<file path="src/rtl/kappa3_dbg_sequencer.sv">
// kappa3_dbg_sequencer
//   Command/response debug host for kappa3_light_core. One command is taken
//   at a time. The block drives the core's dbg_* strobes and run with fixed
//   timing, then returns one response beat. DUMP returns NREGS+1 beats.
//
// Ports
//   clock, reset          sole clock; synchronous active-low reset
//   cmd_valid/cmd_ready   command handshake; cmd_op, cmd_addr, cmd_data
//   rsp_valid/rsp_ready   response handshake; rsp_data, rsp_err, rsp_last
//   busy                  high whenever the FSM is not idle
//   run / running         core run request and core run status
//   dbg_in, dbg_pc_ld, dbg_reg_ld, dbg_reg_addr, dbg_mem_addr,
//   dbg_mem_read, dbg_mem_write    core debug-port drive
//   dbg_pc_out, dbg_reg_out, dbg_mem_out   core read-back
//
// Build option
//   KAPPA3_DBG_SEQ_TIMEOUT_EN  RUN gives up once its cycle count reaches
//                              2^TO_W-1 and answers with rsp_err=1.
module kappa3_dbg_sequencer #(
    parameter int DW         = 32,
    parameter int AW         = 32,
    parameter int RW         = 5,
    parameter int NREGS      = 32,
    parameter int STROBE_CYC = 1,
    parameter int SETTLE_CYC = 2,
    parameter int RUN_PULSE  = 2,
    parameter int TO_W       = 20
) (
    input  logic          clock,
    input  logic          reset,
    input  logic          cmd_valid,
    output logic          cmd_ready,
    input  logic [2:0]    cmd_op,
    input  logic [AW-1:0] cmd_addr,
    input  logic [DW-1:0] cmd_data,
    output logic          rsp_valid,
    input  logic          rsp_ready,
    output logic [DW-1:0] rsp_data,
    output logic          rsp_err,
    output logic          rsp_last,
    output logic          busy,
    output logic          run,
    input  logic          running,
    output logic [DW-1:0] dbg_in,
    output logic          dbg_pc_ld,
    output logic          dbg_reg_ld,
    output logic [RW-1:0] dbg_reg_addr,
    output logic [AW-1:0] dbg_mem_addr,
    output logic          dbg_mem_read,
    output logic          dbg_mem_write,
    input  logic [DW-1:0] dbg_pc_out,
    input  logic [DW-1:0] dbg_reg_out,
    input  logic [DW-1:0] dbg_mem_out
);

    localparam logic [2:0] OP_WR_PC  = 3'd0;
    localparam logic [2:0] OP_WR_MEM = 3'd1;
    localparam logic [2:0] OP_RD_MEM = 3'd2;
    localparam logic [2:0] OP_WR_REG = 3'd3;
    localparam logic [2:0] OP_RD_REG = 3'd4;
    localparam logic [2:0] OP_RUN    = 3'd5;
    localparam logic [2:0] OP_DUMP   = 3'd6;

    localparam int BW = $clog2(NREGS + 1);

`ifdef KAPPA3_DBG_SEQ_TIMEOUT_EN
    localparam logic [DW-1:0] TO_MAX = DW'((64'd1 << TO_W) - 64'd1);
`endif

    typedef enum logic [3:0] {
        S_IDLE, S_SETUP, S_STROBE, S_SETTLE, S_RESP,
        S_RUN_P, S_RUN_W, S_DUMP_S, S_DUMP_R
    } state_t;

    state_t        state;
    logic [2:0]    op;
    logic [15:0]   tcnt;      // phase timer for strobe/settle/run pulse
    logic [DW-1:0] cnt;       // RUN cycle counter, saturating
    logic          low_seen;  // running was low on the previous RUN_W cycle
    logic [BW-1:0] beat;      // DUMP beat index, 0 = PC
    logic [DW-1:0] cnt_inc;

    assign cnt_inc = (&cnt) ? cnt : cnt + 1'b1;
    assign busy    = (state != S_IDLE);

    always_ff @(posedge clock) begin
        if (!reset) begin
            state         <= S_IDLE;
            op            <= '0;
            tcnt          <= '0;
            cnt           <= '0;
            low_seen      <= 1'b0;
            beat          <= '0;
            cmd_ready     <= 1'b0;
            rsp_valid     <= 1'b0;
            rsp_data      <= '0;
            rsp_err       <= 1'b0;
            rsp_last      <= 1'b0;
            run           <= 1'b0;
            dbg_in        <= '0;
            dbg_pc_ld     <= 1'b0;
            dbg_reg_ld    <= 1'b0;
            dbg_reg_addr  <= '0;
            dbg_mem_addr  <= '0;
            dbg_mem_read  <= 1'b0;
            dbg_mem_write <= 1'b0;
        end else begin
            case (state)
                S_IDLE: begin
                    // cmd_ready rises one cycle after reset release
                    cmd_ready <= 1'b1;
                    if (cmd_valid && cmd_ready) begin
                        cmd_ready    <= 1'b0;
                        op           <= cmd_op;
                        dbg_in       <= cmd_data;
                        dbg_mem_addr <= cmd_addr;
                        dbg_reg_addr <= cmd_addr[RW-1:0];
                        tcnt         <= '0;
                        case (cmd_op)
                            OP_RUN: begin
                                run      <= 1'b1;
                                cnt      <= '0;
                                low_seen <= 1'b0;
                                state    <= S_RUN_P;
                            end
                            OP_DUMP: begin
                                beat         <= '0;
                                dbg_reg_addr <= '0;
                                state        <= S_DUMP_S;
                            end
                            3'd7: begin
                                rsp_valid <= 1'b1;
                                rsp_err   <= 1'b1;
                                rsp_last  <= 1'b1;
                                rsp_data  <= '0;
                                state     <= S_RESP;
                            end
                            default: state <= S_SETUP;
                        endcase
                    end
                end

                S_SETUP: begin
                    // RD_REG has no strobe; the register port is combinational
                    dbg_pc_ld     <= (op == OP_WR_PC);
                    dbg_mem_write <= (op == OP_WR_MEM);
                    dbg_mem_read  <= (op == OP_RD_MEM);
                    dbg_reg_ld    <= (op == OP_WR_REG);
                    tcnt          <= '0;
                    state         <= S_STROBE;
                end

                S_STROBE: begin
                    if (tcnt == 16'(STROBE_CYC - 1)) begin
                        dbg_pc_ld     <= 1'b0;
                        dbg_mem_write <= 1'b0;
                        dbg_mem_read  <= 1'b0;
                        dbg_reg_ld    <= 1'b0;
                        tcnt          <= '0;
                        state         <= S_SETTLE;
                    end else begin
                        tcnt <= tcnt + 1'b1;
                    end
                end

                S_SETTLE: begin
                    if (tcnt == 16'(SETTLE_CYC - 1)) begin
                        if (op == OP_RD_MEM)      rsp_data <= dbg_mem_out;
                        else if (op == OP_RD_REG) rsp_data <= dbg_reg_out;
                        else                      rsp_data <= '0;
                        rsp_valid <= 1'b1;
                        rsp_err   <= 1'b0;
                        rsp_last  <= 1'b1;
                        state     <= S_RESP;
                    end else begin
                        tcnt <= tcnt + 1'b1;
                    end
                end

                S_RESP: begin
                    if (rsp_ready) begin
                        rsp_valid <= 1'b0;
                        rsp_err   <= 1'b0;
                        rsp_last  <= 1'b0;
                        cmd_ready <= 1'b1;
                        state     <= S_IDLE;
                    end
                end

                S_RUN_P: begin
                    cnt <= cnt_inc;
                    if (tcnt == 16'(RUN_PULSE - 1)) begin
                        run   <= 1'b0;
                        state <= S_RUN_W;
                    end else begin
                        tcnt <= tcnt + 1'b1;
                    end
                end

                S_RUN_W: begin
                    low_seen <= ~running;
                    // count reported includes the completing cycle
                    if (!running && low_seen) begin
                        rsp_data  <= cnt_inc;
                        rsp_valid <= 1'b1;
                        rsp_err   <= 1'b0;
                        rsp_last  <= 1'b1;
                        state     <= S_RESP;
                    end
`ifdef KAPPA3_DBG_SEQ_TIMEOUT_EN
                    else if (cnt >= TO_MAX) begin
                        rsp_data  <= TO_MAX;
                        rsp_valid <= 1'b1;
                        rsp_err   <= 1'b1;
                        rsp_last  <= 1'b1;
                        state     <= S_RESP;
                    end
`endif
                    else begin
                        cnt <= cnt_inc;
                    end
                end

                S_DUMP_S: begin
                    if (tcnt == 16'(SETTLE_CYC - 1)) begin
                        rsp_data  <= (beat == '0) ? dbg_pc_out : dbg_reg_out;
                        rsp_valid <= 1'b1;
                        rsp_err   <= 1'b0;
                        rsp_last  <= (beat == BW'(NREGS));
                        tcnt      <= '0;
                        state     <= S_DUMP_R;
                    end else begin
                        tcnt <= tcnt + 1'b1;
                    end
                end

                S_DUMP_R: begin
                    if (rsp_ready) begin
                        rsp_valid <= 1'b0;
                        rsp_last  <= 1'b0;
                        if (rsp_last) begin
                            cmd_ready <= 1'b1;
                            state     <= S_IDLE;
                        end else begin
                            // beat k reads x(k-1): the new address is the old index
                            beat         <= beat + 1'b1;
                            dbg_reg_addr <= RW'(beat);
                            state        <= S_DUMP_S;
                        end
                    end
                end

                default: state <= S_IDLE;
            endcase
        end
    end

endmodule

</file>
<file path="config.mk">
export PLATFORM = sky130hd
export DESIGN_NAME = kappa3_dbg_sequencer
export DESIGN_NICKNAME = d
export VERILOG_FILES = /design/src/rtl/kappa3_dbg_sequencer.sv
export SDC_FILE = /design/constraint.sdc
export NUM_CORES = 1
export LEC_CHECK = 0
export CAP_MARGIN = 20
export CORE_MARGIN = 2
export CORE_UTILIZATION = 43
export CTS_CLUSTER_SIZE = 25
export DETAILED_ROUTE_END_ITERATION = 8
export GPL_TIMING_DRIVEN = 0
export PLACE_DENSITY = 0.77
export SLEW_MARGIN = 10
export SYNTH_ARGS = -nofsm -noshare
export SYNTH_HDL_FRONTEND = slang
export SYNTH_SLANG_ARGS = --single-unit
</file>
<file path="constraint.sdc">
create_clock -name clock -period 2.2 [get_ports clock]
set_input_delay 0.44 -clock clock [delete_from_list [all_inputs] [get_ports clock]]
set_output_delay 0.44 -clock clock [all_outputs]
set_load 0.03 [all_outputs]
</file>
==> key figures <==
Status
  – Failing checks: negative setup slack
  – Status: finished with violations

STA
  – Fin Setup TNS: -37.6 ps
  – Final Setup Violations: 5
  – Fin. max-slew vios: 0
  – Fin Hold WS: 457 ps
  – Tcrit/Tclk final: 101%
  – Final hold vios: 0
  – Final min period: 2220 ps
  – Fin Clk Skew: 11.7 ps
  – Max_slew headroom: 51.3%
  – Fmax achieved: 451 MHz
  – RSZ-0062 raised after global routing: true
  – Setup WS post-layout: -15.7 ps
  – Worst slew pin tran: 730 ps

Placed design
  – Placed cell area: 12,300 um^2
  – Placed Instances: 1,718
  – Dpl ws: -1010 ps
  – I/O Buffers: 277
  – RD Place Congestion: 0.970
  – Hpwl dp: 27,100 um

Final layout
  – Design area: 14,400 um^2
  – FILL cells: 1,630
  – Finished Layout Cells: 1,799
  – Core Util, Final: 68.5%
  – Share of layout cells above drive strength 1: 19.6%
  – Area of the multi-input gates: 6030 um^2
  – Net count, final: 1,684
  – Register area: 3490 um^2
  – Area delta synth->final: 56.6%

Setup path
  – End of the critical path: state[0]
  – Worst Path Arrival: 2570 ps
  – FF-to-FF path depth: 7
  – R2r startpoint: tcnt[8]
  – Cell Chain, Critical Path: nor4_4, nand4_1, buf_6, a21oi_4, nand3_1, a31o_2, a21oi_1
  – Max FO, Critical Path: 6
  – CP Capture Type: flip-flop
  – Worst Setup SP: tcnt[8]
  – Crit start category: flip-flop
  – Slowest stage delay, CP: 380 ps
  – CP Data Required Time: 2550 ps
  – Worst path slowest cell: dfxtp_1
  – Worst reg2reg setup slack: -20 ps
  – CP Class: flip-flop to flip-flop
  – Reg2Reg Capture Point: state[0]

Clocking
  – Clock Tree Buf Depth: 2
  – Clk slew on worst S/H paths: 80 ps
  – CTS tree: yes
  – Depth of the CTS H-tree: 4
  – Worst-Skew Late Latency: 440 ps
  – Post-cts hold buffer count: 0
  – Clk sinks: 172
  – CTS Buf Count: 17
  – CTS root buf: clkbuf_16

Yosys
  – Top post-synthesis cells by area: dfxtp_1 37%, nand2_1 8.3%, a21oi_1 6.9%
  – Synth warnings: 0
  – Seq cells post-synth: 172
  – Post-Synthesis Cell Area: 9190 um^2
  – Post-synth ARST share: 0%
  – Syn Inst Count: 1,166
  – Synth Flop Type: dfxtp_1
  – Synth Net Count: 1,340
  – Mean Syn Cell Area: 7.88 um^2
  – Post-synth cell types: 75
  – Register area share after synthesis: 37.5%
  – Number of flops mapped to enable cells by yosys: 0
  – Yosys top cell by area: dfxtp_1
  – Area share of the largest cell type after synthesis: 37.5%

Power and ir drop
  – Leak: 5.18 nW
  – Peak supply drop: 725 uV
  – Final total power: 11.7 mW
  – Cell Pwr Density: 816 nW/um^2

Global routing
  – Vias in the first global route: 9,912
  – Initial antenna violation count: 0
  – Largest net degree at the start of global routing: 20
  – First-pass GRT wire length: 54,300 um
  – Total congestion overflow: 0
  – GRT Total Usage: 30.9%

Detailed routing
  – Via count: 10,700
  – WL final: 37,800 um
  – DR pass1 iterations: 5
  – Vias per Instance: 5.97
  – Antenna viol nets, final: 0
  – Residual DRC count: 0
  – Initial DRC count: 1,085
  – DR WL/cell: 21.0 um

Die
  – Core area: 21,000 um^2
  – Die area: 22,600 um^2
  – Initial core utilization: 43.7%
  – Chip width: 150 um
  – Die Span Y: 150 um
  – I/O pins: 279
  – Row Count: 53

Run
  – Max cap viols: 0

Min path
  – Min-Delay Path Class: flip-flop to flip-flop
-- cell usage after synthesis (5+ instances only) --
cell	number
nor4_1	10
o21ai_0	45
a31oi_1	9
buf_2	27
and4_1	10
nor2_1	77
and2_1	8
nor2b_1	10
xor2_1	29
o31ai_1	9
dfxtp_1	172
a221oi_1	13
buf_1	5
a22oi_1	44
clkbuf_1	59
a211oi_1	13
nand2_1	202
a21oi_1	127
nor3_1	28
mux2i_1	43
and3_1	13
xnor2_1	7
inv_1	11
o22ai_1	33
o21ai_1	5
or3_1	8
ha_1	6
o211ai_1	6
nand3_1	27
nand4_1	29
-- final cells by class --
cell class	instances	share of cell area, %
inverter	12	0.348
sequential	172	24.2
antenna	1	0.0174
timing repair buffer	330	22.5
clock buffer	17	2.96
tap	275	2.39
clock inverter	15	1.54
multi-input combinational	889	41.9
buffer	88	4.18
-- timing repair --
| item | CTS | global route |
|---|---|---|
| setup endpoints to repair | 147 | 123 |
| cloned | 0 | 8 |
| buffers inserted | 16 | 33 |
| gates resized for setup | 112 | 176 |
| pin swaps | 14 | 47 |
-- worst min-delay path by stage --
stage                           from                to  slack, ps  depth (start not counted)
floorplan                   low_seen          low_seen        460                          2
global placement     dbg_mem_addr[7]   dbg_mem_addr[7]        440                          2
detailed placement  dbg_mem_addr[30]  dbg_mem_addr[30]        450                          2
CTS                       dbg_in[27]        dbg_in[27]        460                          2
global route        dbg_mem_addr[28]  dbg_mem_addr[28]        470                          2
finish               dbg_mem_addr[0]   dbg_mem_addr[0]        460                          2
-- cells in the final DEF, fill, tap and decap left out, types with 26 or more instances in the layout --
master,instances
nor2_1,73
nand3_1,26
buf_4,57
clkdlybuf4s50_1,276
mux2i_1,35
a21oi_1,122
a22oi_1,43
dfxtp_1,145
o21ai_0,42
nand4_1,29
clkbuf_1,27
nand2_1,197
-- cells by family after synthesis --
kind of cell / Yosys count / share of synthesized area [%]
AND/OR/NAND/NOR: 456 / 24.0
AO/OA/AOI/OAI: 343 / 24.2
flip-flops: 172 / 37.5
buffers and inverters: 108 / 5.15
multiplexers: 45 / 4.93
XOR/XNOR: 36 / 3.43
adder cells (fa/ha/maj): 6 / 0.817
-- report_power, final --
part           total (mW)  switching, mW  leakage, nW  internal, mW
Clock                3.31           1.54        0.314          1.77
Combinational        4.78           2.87         3.46          1.90
Sequential           3.66          0.221         1.41          3.44
-- critical path: cells and delay by family, from the launching register on --
family | cells | cell delay (ps)
and+or+nand+nor | 3 | 800
AOI/OAI and AO/OA | 3 | 790
DFF | 1 | 380
buffers and inverters | 1 | 170
-- state kept, by name (all words and copies together) (netlist names), 4 cells and up --
register / cells
rsp_data: 32
state: 4
beat: 6
dbg_reg_addr: 5
dbg_in: 32
cnt: 32
tcnt: 16
dbg_mem_addr: 32
-- routing by layer --
metal / wire, um / part of all wire, % / GRT usage, % / up-vias
met1: 14500 / 39 / 38.1 / 5062
met4: 2000 / 5.3 / 15.3 / 0
li1: - / - / - / 4931
met2: 17800 / 47 / 50.3 / 625
met5: 0 / 0 / 0 / -
met3: 3460 / 9.2 / 7.70 / 124
Note: power is estimated with default switching activity, not from simulation.
